[src/rtl/if_stage_pkg.sv]
// Shared constants for the fetch stage: instruction width, terminator encoding
// and the fetch FSM state encoding.
package if_stage_pkg;

  localparam int          INSTRUCTION_LEN = 32;
  localparam logic [31:0] HALT_WORD_ENC   = 32'hEAFF_FFFF;

  typedef enum logic [1:0] {
    ST_BOOT = 2'd0,
    ST_RUN  = 2'd1,
    ST_HALT = 2'd2
  } if_state_e;

endpackage

[src/rtl/if_stage_if_id_reg.sv]
// IF/ID pipeline register. Flush beats load, load beats hold; a bubble clears
// pc, instruction and valid.
module if_id_reg
  import if_stage_pkg::*;
#(
  parameter int ADDR_W = 32
) (
  input  logic                       clk,
  input  logic                       rst,
  input  logic                       load_i,
  input  logic                       flush_i,
  input  logic [ADDR_W-1:0]          pc_i,
  input  logic [INSTRUCTION_LEN-1:0] instr_i,
  output logic [ADDR_W-1:0]          id_pc,
  output logic [INSTRUCTION_LEN-1:0] id_instr,
  output logic                       id_valid
);

  logic [ADDR_W-1:0]          pc_q, pc_d;
  logic [INSTRUCTION_LEN-1:0] instr_q, instr_d;
  logic                       valid_q, valid_d;

  always_comb begin
    pc_d    = pc_q;
    instr_d = instr_q;
    valid_d = valid_q;
    if (flush_i) begin
      pc_d    = '0;
      instr_d = '0;
      valid_d = 1'b0;
    end else if (load_i) begin
      pc_d    = pc_i;
      instr_d = instr_i;
      valid_d = 1'b1;
    end
  end

  always_ff @(posedge clk or negedge rst) begin
    if (!rst) begin
      pc_q    <= '0;
      instr_q <= '0;
      valid_q <= 1'b0;
    end else begin
      pc_q    <= pc_d;
      instr_q <= instr_d;
      valid_q <= valid_d;
    end
  end

  assign id_pc    = pc_q;
  assign id_instr = instr_q;
  assign id_valid = valid_q;

endmodule

[src/rtl/if_stage.sv]
// Instruction fetch: PC, next-PC mux, boot/run/halt FSM and fetch counter.
// state | meaning
// BOOT  | one post-reset slot, no read, bubble into IF/ID
// RUN   | fetching; branch > freeze > halt word > sequential
// HALT  | stopped on branch-to-self; only a redirect restarts fetch
module if_stage
  import if_stage_pkg::*;
#(
  parameter int                         ADDR_W    = 32,
  parameter logic [ADDR_W-1:0]          RESET_PC  = '0,
  parameter logic [INSTRUCTION_LEN-1:0] HALT_WORD = HALT_WORD_ENC
) (
  input  logic                       clk,
  input  logic                       rst,
  input  logic                       freeze_i,
  input  logic                       branch_taken_i,
  input  logic [ADDR_W-1:0]          branch_addr_i,
  output logic [ADDR_W-1:0]          imem_address,
  output logic                       imem_read,
  input  logic [INSTRUCTION_LEN-1:0] imem_data,
  output logic [ADDR_W-1:0]          id_pc,
  output logic [INSTRUCTION_LEN-1:0] id_instr,
  output logic                       id_valid,
  output logic                       halted,
  output logic [15:0]                fetch_count
);

  if_state_e         state_q, state_d;
  logic [ADDR_W-1:0] pc_q, pc_d;
  logic [15:0]       cnt_q, cnt_d;
  logic              ifid_load, ifid_flush;
  logic [ADDR_W-1:0] pc_plus4, branch_tgt;

  assign pc_plus4   = pc_q + ADDR_W'(4);
  assign branch_tgt = branch_addr_i & {{(ADDR_W-2){1'b1}}, 2'b00};

  always_comb begin
    state_d    = state_q;
    pc_d       = pc_q;
    ifid_load  = 1'b0;
    ifid_flush = 1'b0;
    imem_read  = 1'b0;
    halted     = 1'b0;
    unique case (state_q)
      ST_BOOT: begin
        ifid_flush = 1'b1;
        state_d    = ST_RUN;
      end
      ST_RUN: begin
        imem_read = 1'b1;
        if (branch_taken_i) begin
          pc_d       = branch_tgt;
          ifid_flush = 1'b1;
        end else if (freeze_i) begin
          pc_d = pc_q;
        end else if (imem_data == HALT_WORD) begin
          ifid_load = 1'b1;
          state_d   = ST_HALT;
        end else begin
          ifid_load = 1'b1;
          pc_d      = pc_plus4;
        end
      end
      ST_HALT: begin
        halted = 1'b1;
        if (branch_taken_i) begin
          pc_d       = branch_tgt;
          ifid_flush = 1'b1;
          state_d    = ST_RUN;
        end else if (!freeze_i) begin
          ifid_flush = 1'b1;
        end
      end
      default: state_d = ST_BOOT;
    endcase
    cnt_d = ifid_load ? cnt_q + 16'd1 : cnt_q;
  end

  always_ff @(posedge clk or negedge rst) begin
    if (!rst) begin
      state_q <= ST_BOOT;
      pc_q    <= RESET_PC;
      cnt_q   <= '0;
    end else begin
      state_q <= state_d;
      pc_q    <= pc_d;
      cnt_q   <= cnt_d;
    end
  end

  if_id_reg #(.ADDR_W(ADDR_W)) u_if_id_reg (
    .clk      (clk),
    .rst      (rst),
    .load_i   (ifid_load),
    .flush_i  (ifid_flush),
    .pc_i     (pc_plus4),
    .instr_i  (imem_data),
    .id_pc    (id_pc),
    .id_instr (id_instr),
    .id_valid (id_valid)
  );

  assign imem_address = pc_q;
  assign fetch_count  = cnt_q;

endmodule
[config.mk]
export PLATFORM = sky130hd
export DESIGN_NAME = if_stage
export DESIGN_NICKNAME = d
export VERILOG_FILES = /design/src/rtl/if_stage_pkg.sv /design/src/rtl/if_stage_if_id_reg.sv /design/src/rtl/if_stage.sv
export SDC_FILE = /design/constraint.sdc
export NUM_CORES = 1
export LEC_CHECK = 0
export CORE_AREA = 2 2 90 135
export CTS_CLUSTER_DIAMETER = 30
export CTS_CLUSTER_SIZE = 24
export DETAILED_ROUTE_END_ITERATION = 6
export DIE_AREA = 0 0 92 137
export PLACE_DENSITY = 0.84
export SLEW_MARGIN = 30
export SYNTH_ARGS = -nofsm -noshare
export SYNTH_HDL_FRONTEND = slang
export SYNTH_SLANG_ARGS = --single-unit
[constraint.sdc]
create_clock -name clk -period 3.3 [get_ports clk]
set_input_delay 0.66 -clock clk [delete_from_list [all_inputs] [get_ports clk]]
set_output_delay 0.66 -clock clk [all_outputs]
set_load 0.01 [all_outputs]
Yosys cells after proc, flatten, opt, wreduce, memory -nomap -nowiden
Index checks and enable logic that the tools add are counted.
{"block": "word_totals", "regBits": 115, "latch_bits": 0, "ramBits": 0, "rom_bits": 0, "inputBits": 68, "output_inout_bits": 115, "elab_cells": 46, "mem_count": 0}
{"block": "op_classes", "addsub": 2, "mul": 0, "n_div": 0, "n_lt_le_gt_ge": 0, "n_eq_ne": 9, "shift": 0, "n_mux": 24, "bitwise_logic": 0, "reduce_logical": 5}
{"op": "$mux W32", "n": 8}
{"op": "$pmux W32 S2", "n": 1}
{"op": "$add A32 B3 Y32 const B", "n": 1}
{"op": "$eq A32 B32 Y1 const B", "n": 1}
{"op": "$add A16 B1 Y16 const B", "n": 1}
{"op": "$mux W1", "n": 9}
{"op": "$mux W2", "n": 4}
{"op": "$ne A2 B2 Y1 const B", "n": 4}
{"op": "$reduce_and A4 Y1", "n": 2}
{"op": "$ne A3 B3 Y1 const B", "n": 2}
{"op": "$pmux W2 S3", "n": 1}
{"op": "$reduce_bool A2 Y1", "n": 2}
{"op": "$pmux W1 S3", "n": 1}
{"op": "$eq A2 B1 Y1 const B", "n": 1}
{"op": "$eq A2 B2 Y1 const B", "n": 1}
{"op": "$logic_not A2 Y1", "n": 1}

Logic depth before layout (Yosys ltp)
Gate-level depths: netlist of run 1.
{"block": "logic_depth", "ltp_word": 5, "mapped_depth": 8}

Hierarchy
Synthesis of run 1 repeated with hierarchy kept, for this count alone.
{"block": "hier_totals", "hier_cells": 587, "area_unflattened_um2": 5979.5}
{"module": "if_stage", "n_inst": 1, "cells_per_inst": 378, "area_each_um2": 3342.0, "seq_area_each_um2": 1201.2}
{"module": "if_id_reg", "n_inst": 1, "cells_per_inst": 209, "area_each_um2": 2637.5, "seq_area_each_um2": 1626.6}

Worst setup path before layout of run 1
No wires, ideal clock.
{"block": "synth_path", "path_type": "in2reg", "start": "input port branch_taken_i", "end": "register pc_q[26] (netlist: imem_address[26])", "t_arrival_ns": 2.055, "t_required_ns": 3.179, "setup_slack_ns": 1.124, "stages": 7, "path_cell_list": "buf_2 -> nand4b_4 -> nor4_2 -> a31oi_1 -> or2_1 -> buf_2 -> a22o_1"}
{"block": "synth_between", "elab_chain_cells": 2}
{"item": "start: declaration", "line": "if_stage.sv:16", "rtl": "input logic branch_taken_i,"}
{"item": "$ne A3 B3 Y1 (no source line), or another cell as far along"}
{"item": "$reduce_and A4 Y1 (no source line) / $pmux W32 S2 (equally long branches)"}
{"item": "end signal: assignment", "line": "if_stage.sv:86", "rtl": "pc_q <= pc_d;"}
{"item": "end: declaration", "line": "if_stage.sv:29", "rtl": "logic [ADDR_W-1:0] pc_q, pc_d;"}
Parallel ways exist; a longest one is shown, timed or not.
A chain may end at the register's enable or synchronous reset.

Worst setup path after layout of run 1
{"block": "layout_path", "start": "input port imem_data[7]", "end": "register pc_q[8] (netlist: imem_address[8])"}
{"block": "layout_between", "elab_chain_cells": 3}
{"item": "start: declaration", "line": "if_stage.sv:20", "rtl": "input logic [INSTRUCTION_LEN-1:0] imem_data,"}
{"item": "$eq A32 B32 Y1", "line": "if_stage.sv:56", "rtl": "end else if (imem_data == HALT_WORD) begin"}
{"item": "$ne A3 B3 Y1 (no source line)"}
{"item": "$reduce_and A4 Y1 (no source line)"}
No other way between the ends.

==> metrics.txt, run 1 <==
status complete, no violations; Seq pwr share 45.3%; Primary FF master, synth dfrtp_1; Rel. slew slack 38.5%; most common cell after layout, fill and taps aside clkdlybuf4s50_1; Die Wd 92 um; critical path class input pin to register; Final setup viols 0; hpwl dp 11.6 mm; Sw Share 28.1%; post-route antenna net violation count 0; initial antenna violation count 0; transition time of the tightest slew-check pin 0.922 ns; die height 137 um; Seq/Total Area, Yosys 50.4%; Worst-path clk slew 0.07 ns; row count 48; first-pass GRT wire length 26.4 mm; Crit path max-delay family simple AND/OR/NAND/NOR gates; WP data required 3.53 ns; aggregate global routing overflow 0; number of flops mapped to enable cells by yosys 0; Buf/Inv on CP 1; Post-Route WL 16.4 mm; most used cells in the layout excluding fill and tap cells clkdlybuf4s50_1 (177), dfrtp_1 (112), nand2_1 (66), a22o_1 (38), o21ai_0 (31); Final Util 68.1%; clock tree buffer depth 2; CTS tree done; Synth Cell Area 5560 um^2; worst path cell trace clkdlybuf4s50_1 > nand4b_4 > nor4_2 > a31oi_2 > or2_1 > mux2_2; Num CTS Buffers 9; synthesis-to-finish area growth 39.7%; Tmin final 2.52 ns; post-synth top area share 50.4%; post-synthesis cell type count 54; Syn. warnings 0; final cycle utilization of the critical path 76.4%; Hold Path Class input pin to async pin; Fmax achieved 0.397 GHz; Inst Count DP 843; Root Buffer Master clkbuf_16; Crit path arrival time 2.75 ns; Setup crit end kind register; largest net degree at the start of global routing 113; slowest CP cell clkdlybuf4s50_1; Placed Area 7430 um^2; Die ar. 12600 um^2; Port Buffers 178; H-tree level count 3; starting density of the core 48.8%; Area contributors post-synth dfrtp_1 (50%), a22o_1 (6.0%), nand2_1 (4.5%), xnor2_1 (4.1%), o21ai_0 (2.8%); clk_lat worst skew 0.35 ns; hold buffer count at cts 0; Iteration-0 DRC Markers 306; Cell Count, Final, Fillers Out 859; Synth area leader dfrtp_1; vias in the first global route 5085; Power per Cell Area 478 nW/um^2; synthesized area per cell 10.1 um^2; drt pass-1 iters 4; Routed WL per cell 19.1 um; core box area 11400 um^2; Final Net Count 774; Pleak 3.20 nW; TNS Setup 0 ns; final setup skew 0.00997 ns; clock sinks 112; RD Place Congestion 0.828; post-CTS sizing 0; CP Launch Type input pin; max-slew violations 0; Top Ports 183; Max Cap Viol 0; R2R cell count 6; fin area 7770 um^2; gr usage total 26.6%; vias per cell 5.88; Seq cells post-synth 112; RSZ-0062 raised after global routing false; cells after synthesis 550; crit path max fanout 14; vias 5048; combinational share of power 22.2%; fraction of registers with async set/reset 100%; origin of the critical flop-to-flop path imem_address[2]$_DFFE_PN0P_; Crit. Startpoint imem_data[7]; Post-CTS Setup Bufs 0; peak supply drop 0.218 mV; Hold Vio Cnt, Final 0; ANT cells 0; Psw 1.04 mW; clock share of power 32.5%; FF-to-FF End imem_address[28]$_DFFE_PN0P_; drc violations 0; internal power 2.68 mW; R2R setup slack 0.84 ns; critical path's largest stage delay 0.58 ns; layout cell share with drive strength beyond 1 6.77%
synth_stat cells, types with 10 or more instances:
| master | n |
|---|---|
| nor3_1 | 12 |
| a2bb2oi_1 | 11 |
| nand2_1 | 67 |
| xnor2_1 | 26 |
| dfrtp_1 | 112 |
| o22ai_1 | 23 |
| o21ai_0 | 31 |
| o2bb2ai_1 | 13 |
| xor2_1 | 17 |
| a22o_1 | 38 |
| buf_2 | 10 |
| nand4_1 | 19 |
| clkbuf_1 | 28 |
| nand3_1 | 18 |
| nor2_1 | 23 |
worst register-to-register path: cells and delay by family (launching register included):
kind / cells / cell delay (ns)
AND/OR/NAND/NOR: 3 / 0.90
adder cells (fa/ha/maj): 1 / 0.31
AO/OA/AOI/OAI: 2 / 0.70
flip-flops: 1 / 0.48
power groups by stage:
stage	logic, mW	clock network, mW	registers, mW
final	0.827	1.21	1.68
after CTS	0.833	1.23	1.68
after detailed placement	0.827	0	1.71
after floorplan	0.327	0	1.71
after global routing	0.894	1.29	1.70
after global placement	0.806	0	1.69
state kept, by name (all words and copies together), names as in the netlist:
register and count:
imem_address 30, u_if_id_reg.id_pc 31, state_q 2, fetch_count 16
u_if_id_reg.id_instr 32, u_if_id_reg.id_valid 1
worst max-delay path by stage:
stage	to	slack, ns	cells past startpoint
floorplan	imem_address[26]$_DFFE_PN0P_	1.12	7
global placement	imem_address[8]$_DFFE_PN0P_	0.47	6
detailed placement	imem_address[8]$_DFFE_PN0P_	0.42	6
CTS	imem_address[8]$_DFFE_PN0P_	0.79	6
global route	imem_address[28]$_DFFE_PN0P_	0.62	6
finish	imem_address[8]$_DFFE_PN0P_	0.78	6
area by class of cell:
cell class / count / area, um^2
well taps: 150 / 188
multi-input cells: 383 / 2530
clock inverters: 5 / 86.3
clock buffers: 11 / 253
flip-flops and latches: 112 / 2800
inverters: 9 / 33.8
repair buffers: 189 / 1870
fillers: 894 / 3640
through the flow:
| stage | worst slack [ns] | hold slack (ns) | power, mW |
|---|---|---|---|
| after floorplan | 1.12 | 0.364 | 2.04 |
| after global placement | 0.467 | 0.461 | 2.50 |
| after detailed placement | 0.423 | 0.463 | 2.53 |
| after CTS | 0.792 | 0.411 | 3.75 |
| after global routing | 0.621 | 0.405 | 3.89 |
| final | 0.779 | 0.387 | 3.72 |
metal layers:
metal / vias up / GRT usage (%) / routed length, um
li1: 2319 / - / -
met1: 2479 / 32.8 / 6490
met2: 230 / 45.8 / 8470
met3: 20 / 6.50 / 1200
met4: 0 / 8.87 / 272
met5: - / 0 / 0
cell families (layout without fill, tap and decap cells):
logic type               after synthesis  count (layout)  synth area share [%]
AND/OR/NAND/NOR                      182             182                  17.8
AO/OA/AOI/OAI                        152             152                  19.6
other                                  1               2                0.0674
buffers and inverters                 56             214                  4.50
adder cells (fa/ha/maj)                2               2                 0.450
flip-flops                           112             112                  50.4
XOR/XNOR                              43              43                  6.77
multiplexers                           2               2                 0.382
(Power assumes the default switching activity.)
==> run 2, diff against run 1 <==
--- a/config.mk
+++ b/config.mk
@@ -5,12 +5,12 @@
 export SDC_FILE = /design/constraint.sdc
 export NUM_CORES = 1
 export LEC_CHECK = 0
-export CORE_AREA = 2 2 90 135
+export CORE_AREA = 2 2 93 140
 export CTS_CLUSTER_DIAMETER = 30
 export CTS_CLUSTER_SIZE = 24
 export DETAILED_ROUTE_END_ITERATION = 6
-export DIE_AREA = 0 0 92 137
-export PLACE_DENSITY = 0.84
+export DIE_AREA = 0 0 95 142
+export PLACE_DENSITY = 0.79
 export SLEW_MARGIN = 30
 export SYNTH_ARGS = -nofsm -noshare
 export SYNTH_HDL_FRONTEND = slang
==> constraint.sdc (replaced) <==
create_clock -name clk -period 2.5 [get_ports clk]
set_input_delay 0.5 -clock clk [delete_from_list [all_inputs] [get_ports clk]]
set_output_delay 0.5 -clock clk [all_outputs]
set_load 0.01 [all_outputs]
==> metrics.txt, run 2 (synthesized netlist as in run 1, its figures left out) <==
status complete, no violations (unchanged); largest net degree at the start of global routing 47 (was 113); Largest register FFs 32 (unchanged); CP Launch Type register (was input pin); Die ar. 13500 um^2 (was 12600 um^2); Fmax achieved 0.426 GHz; CTS tree done (unchanged); Rel. slew slack 65.9% (was 38.5%); first-pass GRT wire length 26.3 mm (was 26.4 mm); Final Util 64.5% (was 68.1%); dpl ws -0.0820 ns (was 0.423 ns); clk_lat worst skew 0.36 ns (was 0.35 ns); Die Wd 95 um (was 92 um); die height 142 um (was 137 um); RSZ-0062 raised after global routing false (unchanged); setup ws final 0.151 ns (was 0.779 ns); final cycle utilization of the critical path 94.0%; gr usage total 25.0% (was 26.6%); Crit path arrival time 2.64 ns (was 2.75 ns); slowest CP cell dfrtp_1 (was clkdlybuf4s50_1); vias 5133 (was 5048); Buf/Inv on CP 0 (was 1); Hold Path Class input pin to async pin (unchanged); total design power 4.91 mW (was 3.72 mW); Iteration-0 DRC Markers 235 (was 306); most used cells in the layout excluding fill and tap cells clkdlybuf4s50_1 (177), dfrtp_1 (112), nand2_1 (66), a22o_1 (38), o21ai_0 (31) (unchanged); Post-Route WL 16.6 mm (was 16.4 mm); WP data required 2.79 ns (was 3.53 ns); crit path max fanout 6 (was 14); R2R setup slack 0.15 ns (was 0.84 ns); row count 50 (was 48); hold_ws 0.111 ns (was 0.387 ns); drc violations 0 (unchanged); vias per cell 5.80 (was 5.88); Tmin final 2.35 ns; starting density of the core 45.1% (was 48.8%); transition time of the tightest slew-check pin 0.507 ns (was 0.922 ns); core box area 12300 um^2 (was 11400 um^2); Routed WL per cell 18.8 um (was 19.1 um); Top Ports 183 (unchanged); Max Cap Viol 0 (unchanged); Final setup viols 0 (unchanged); Setup crit end kind register (unchanged); post-route antenna net violation count 0 (unchanged); Final Net Count 794 (was 774); Placed Area 7630 um^2 (was 7430 um^2); Num CTS Buffers 9 (unchanged); vias in the first global route 5206 (was 5085); Power per Cell Area 618 nW/um^2 (was 478 nW/um^2); FILL cells 986 (was 894); critical path class register to register (was input pin to register); Inst Count DP 869 (was 843); initial antenna violation count 0 (unchanged); Crit path max-delay family simple AND/OR/NAND/NOR gates (unchanged); max-slew violations 0 (unchanged); Worst-path clk slew 0.07 ns (about the same); Post-CTS Setup Bufs 0 (unchanged); Pleak 3.30 nW (was 3.20 nW); aggregate global routing overflow 0 (unchanged); worst path cell trace ha_1 > nand3_1 > nor4_1 > nand4_1 > o41ai_1 > a22o_1 (was clkdlybuf4s50_1 > nand4b_4 > nor4_2 > a31oi_2 > or2_1 > mux2_2); Hold Vio Cnt, Final 0 (unchanged); ANT cells 0 (unchanged); hold buffer count at cts 0 (unchanged); TNS Setup 0 ns (unchanged); drt pass-1 iters 5 (was 4); post-CTS sizing 0 (unchanged); critical path's largest stage delay 0.46 ns (was 0.58 ns); peak supply drop 0.306 mV (was 0.218 mV); final setup skew 0.0105 ns (was 0.00997 ns); Port Buffers 178 (unchanged); H-tree level count 3 (unchanged); Root Buffer Master clkbuf_16 (unchanged); RD Place Congestion 0.860 (was 0.828); Cell Count, Final, Fillers Out 885 (was 859); fin area 7950 um^2 (was 7770 um^2); synthesis-to-finish area growth 42.9% (was 39.7%); most common cell after layout, fill and taps aside clkdlybuf4s50_1 (unchanged); layout cell share with drive strength beyond 1 9.33% (was 6.77%); clock tree buffer depth 2 (unchanged); clock sinks 112 (unchanged); hpwl dp 12.1 mm (was 11.6 mm)
-- run 2: changes by cell type in the layout (fill, tap and decap cells not counted) --
cell,delta
clkinv_2,+2
buf_4,+17
clkinvlp_4,+1
clkbuf_8,-2
buf_12,+3
clkinv_4,-1
-- run 2: path summary, 6_finish.rpt --
kind / start / to / cells past startpoint
max reg2reg: imem_address[3]$_DFFE_PN0P_ / imem_address[26]$_DFFE_PN0P_ / 6
min: rst / u_if_id_reg.id_instr[14]$_DFFE_PN0P_ / 1
max in group asynchronous: rst / u_if_id_reg.id_instr[17]$_DFFE_PN0P_ / 2
max: imem_address[3]$_DFFE_PN0P_ / imem_address[26]$_DFFE_PN0P_ / 6
min in group clk: fetch_count[15]$_DFFE_PN0P_ / fetch_count[15]$_DFFE_PN0P_ / 1
min reg2reg: fetch_count[15]$_DFFE_PN0P_ / fetch_count[15]$_DFFE_PN0P_ / 1
-- run 2: area by class of cell --
type	instances	area, um^2	share of cell area, %
clock buffers	9	225	2.83
multi-input cells	383	2530	31.9
well taps	156	195	2.46
inverters	9	33.8	0.425
flip-flops and latches	112	2800	35.3
repair buffers	209	2060	25.9
clock inverters	7	95.1	1.20
-- run 2: metal layers --
layer / global-route usage (%) / up-vias / part of all wire [%]
li1: - / 2360 / -
met1: 29.8 / 2503 / 39
met2: 42.7 / 234 / 51
met3: 4.98 / 36 / 7.5
met4: 11.5 / 0 / 2.9
met5: 0 / - / 0
-- run 2: power breakdown --
| part | internal (mW) | switching [mW] | total [mW] |
|---|---|---|---|
| Combinational | 0.629 | 0.502 | 1.13 |
| Clock | 0.881 | 0.676 | 1.56 |
| Sequential | 1.99 | 0.236 | 2.22 |
| Total | 3.50 | 1.41 | 4.91 |
==> run 3, diff against run 2 <==
--- a/config.mk
+++ b/config.mk
@@ -5,12 +5,12 @@
 export SDC_FILE = /design/constraint.sdc
 export NUM_CORES = 1
 export LEC_CHECK = 0
-export CORE_AREA = 2 2 93 140
+export CORE_AREA = 2 2 90 135
 export CTS_CLUSTER_DIAMETER = 30
 export CTS_CLUSTER_SIZE = 24
 export DETAILED_ROUTE_END_ITERATION = 6
-export DIE_AREA = 0 0 95 142
-export PLACE_DENSITY = 0.79
+export DIE_AREA = 0 0 92 137
+export PLACE_DENSITY = 0.84
 export SLEW_MARGIN = 30
 export SYNTH_ARGS = -nofsm -noshare
 export SYNTH_HDL_FRONTEND = slang
==> constraint.sdc (replaced) <==
create_clock -name clk -period 3 [get_ports clk]
set_input_delay 0.6 -clock clk [delete_from_list [all_inputs] [get_ports clk]]
set_output_delay 0.6 -clock clk [all_outputs]
set_load 0.01 [all_outputs]
==> metrics.txt, run 3 (synthesized netlist as in run 1, its figures left out) <==
status complete, no violations (unchanged); peak supply drop 0.298 mV (was 0.306 mV); vias per cell 5.89 (was 5.80); final setup skew 0.0108 ns (was 0.0105 ns); Crit. Startpoint imem_data[31] (was imem_address[3]$_DFFE_PN0P_); RD Place Congestion 0.841 (was 0.860); aggregate global routing overflow 0 (unchanged); Rel. slew slack 54.9% (was 65.9%); post-route antenna net violation count 0 (unchanged); Cell Count, Final, Fillers Out 861 (was 885); Num CTS Buffers 9 (unchanged); hold buffer count at cts 0 (unchanged); Largest register FFs 32 (unchanged); Post-Route WL 16.4 mm (was 16.6 mm); core box area 11400 um^2 (was 12300 um^2); Hold Vio Cnt, Final 0 (unchanged); Fmax achieved 0.411 GHz; final cycle utilization of the critical path 81.0%; fin area 7750 um^2 (was 7950 um^2); largest net degree at the start of global routing 51 (was 47); Worst-path clk slew 0.08 ns (was 0.07 ns); Routed WL per cell 19.1 um (was 18.8 um); RSZ-0062 raised after global routing false (unchanged); transition time of the tightest slew-check pin 0.676 ns (was 0.507 ns); Top Ports 183 (unchanged); Port Buffers 178 (unchanged); max-slew violations 0 (unchanged); clock tree buffer depth 2 (unchanged); WP data required 3.24 ns (was 2.79 ns); initial antenna violation count 0 (unchanged); Placed Area 7460 um^2 (was 7630 um^2); origin of the critical flop-to-flop path imem_address[2]$_DFFE_PN0P_ (was imem_address[3]$_DFFE_PN0P_); dpl ws 0.193 ns (was -0.0820 ns); hpwl dp 11.6 mm (was 12.1 mm); most used cells in the layout excluding fill and tap cells clkdlybuf4s50_1 (177), dfrtp_1 (112), nand2_1 (66), a22o_1 (38), o21ai_0 (31) (unchanged); Pleak 3.18 nW (was 3.30 nW); Max Cap Viol 0 (unchanged); post-CTS sizing 0 (unchanged); row count 48 (was 50); hold_ws 0.267 ns (was 0.111 ns); Die ar. 12600 um^2 (was 13500 um^2); Iteration-0 DRC Markers 251 (was 235); Final setup viols 0 (unchanged); Hold Path Class input pin to async pin (unchanged); gr usage total 26.6% (was 25.0%); Final Net Count 776 (was 794); ANT cells 0 (unchanged); drc violations 0 (unchanged); layout cell share with drive strength beyond 1 7.03% (was 9.33%); H-tree level count 3 (unchanged); crit path max fanout 14 (was 6); Root Buffer Master clkbuf_16 (unchanged); Power per Cell Area 507 nW/um^2 (was 618 nW/um^2); Tmin final 2.43 ns; vias 5071 (was 5133); vias in the first global route 5053 (was 5206); TNS Setup 0 ns (unchanged); CP Launch Type input pin (was register); CTS tree done (unchanged); R2R cell count 6 (unchanged); first-pass GRT wire length 26.4 mm (was 26.3 mm); synthesis-to-finish area growth 39.3% (was 42.9%); die height 137 um (was 142 um); Post-CTS Setup Bufs 0 (unchanged); starting density of the core 48.8% (was 45.1%); Inst Count DP 845 (was 869); clk_lat worst skew 0.35 ns (was 0.36 ns); Crit path arrival time 2.67 ns (was 2.64 ns); critical path class input pin to register (was register to register); setup ws final 0.570 ns (was 0.151 ns); Die Wd 92 um (was 95 um); drt pass-1 iters 5 (unchanged); most common cell after layout, fill and taps aside clkdlybuf4s50_1 (unchanged); clock sinks 112 (unchanged); Setup crit end kind register (unchanged)
-- run 3: cell types whose count changed in the layout (fill, tap and decap cells not counted), sizes merged --
cell / previous run / this run
buf: 32 / 14
bufinv: 2 / 0
clkbuf: 9 / 10
clkinv: 3 / 0
clkinvlp: 1 / 3
inv: 10 / 12
-- run 3: cell type report --
class                      instances  area (um^2)
timing repair buffer             191         1900
tap                              150          188
inverter                           9         33.8
multi-input combinational        383         2530
sequential                       112         2800
clock buffer                      10          239
clock inverter                     6         48.8
fill                             905         3660
-- run 3: metrics by stage --
stage / power, mW / util [%]
6_report: 3.93 / 67.9
5_1_grt: 4.11 / 67.9
4_1_cts: 3.94 / 67.9
3_5_place_dp: 2.78 / 65.4
3_3_place_gp: 2.75 / 65.4
2_1_floorplan: 2.24 / -
-- run 3: path summary, 6_finish.rpt --
path                                                            end  slack, ns
worst max-delay path                    imem_address[8]$_DFFE_PN0P_       0.57
worst min-delay path                    fetch_count[14]$_DFFE_PN0P_       0.27
worst max register to register         imem_address[26]$_DFFE_PN0P_       0.61
worst min register to register          fetch_count[15]$_DFFE_PN0P_       0.47
max in group asynchronous       u_if_id_reg.id_instr[5]$_DFFE_PN0P_       2.02
min in group clk                        fetch_count[15]$_DFFE_PN0P_       0.47
-- run 3: per-layer routing --
metal	global-route usage, %	up-vias	wire [um]
met4	9.20	0	291
li1	-	2324	-
met3	5.45	22	1280
met2	46.2	244	8430
met1	33.0	2481	6420
met5	0	-	0
-- run 3: worst max-delay path, stage by stage --
cell and delay, ns:
clkdlybuf4s50_1 0.57, nand4b_4 0.12, nor4_2 0.39, a31oi_2 0.17
or2_1 0.47, mux2_2 0.36
-- run 3: power by group --
| part | internal (mW) | switching [mW] | leakage, nW |
|---|---|---|---|
| clock | 0.596 | 0.576 | 0.132 |
| combinational | 0.506 | 0.402 | 1.61 |
| sequential | 1.66 | 0.196 | 1.44 |
| total | 2.76 | 1.17 | 3.18 |
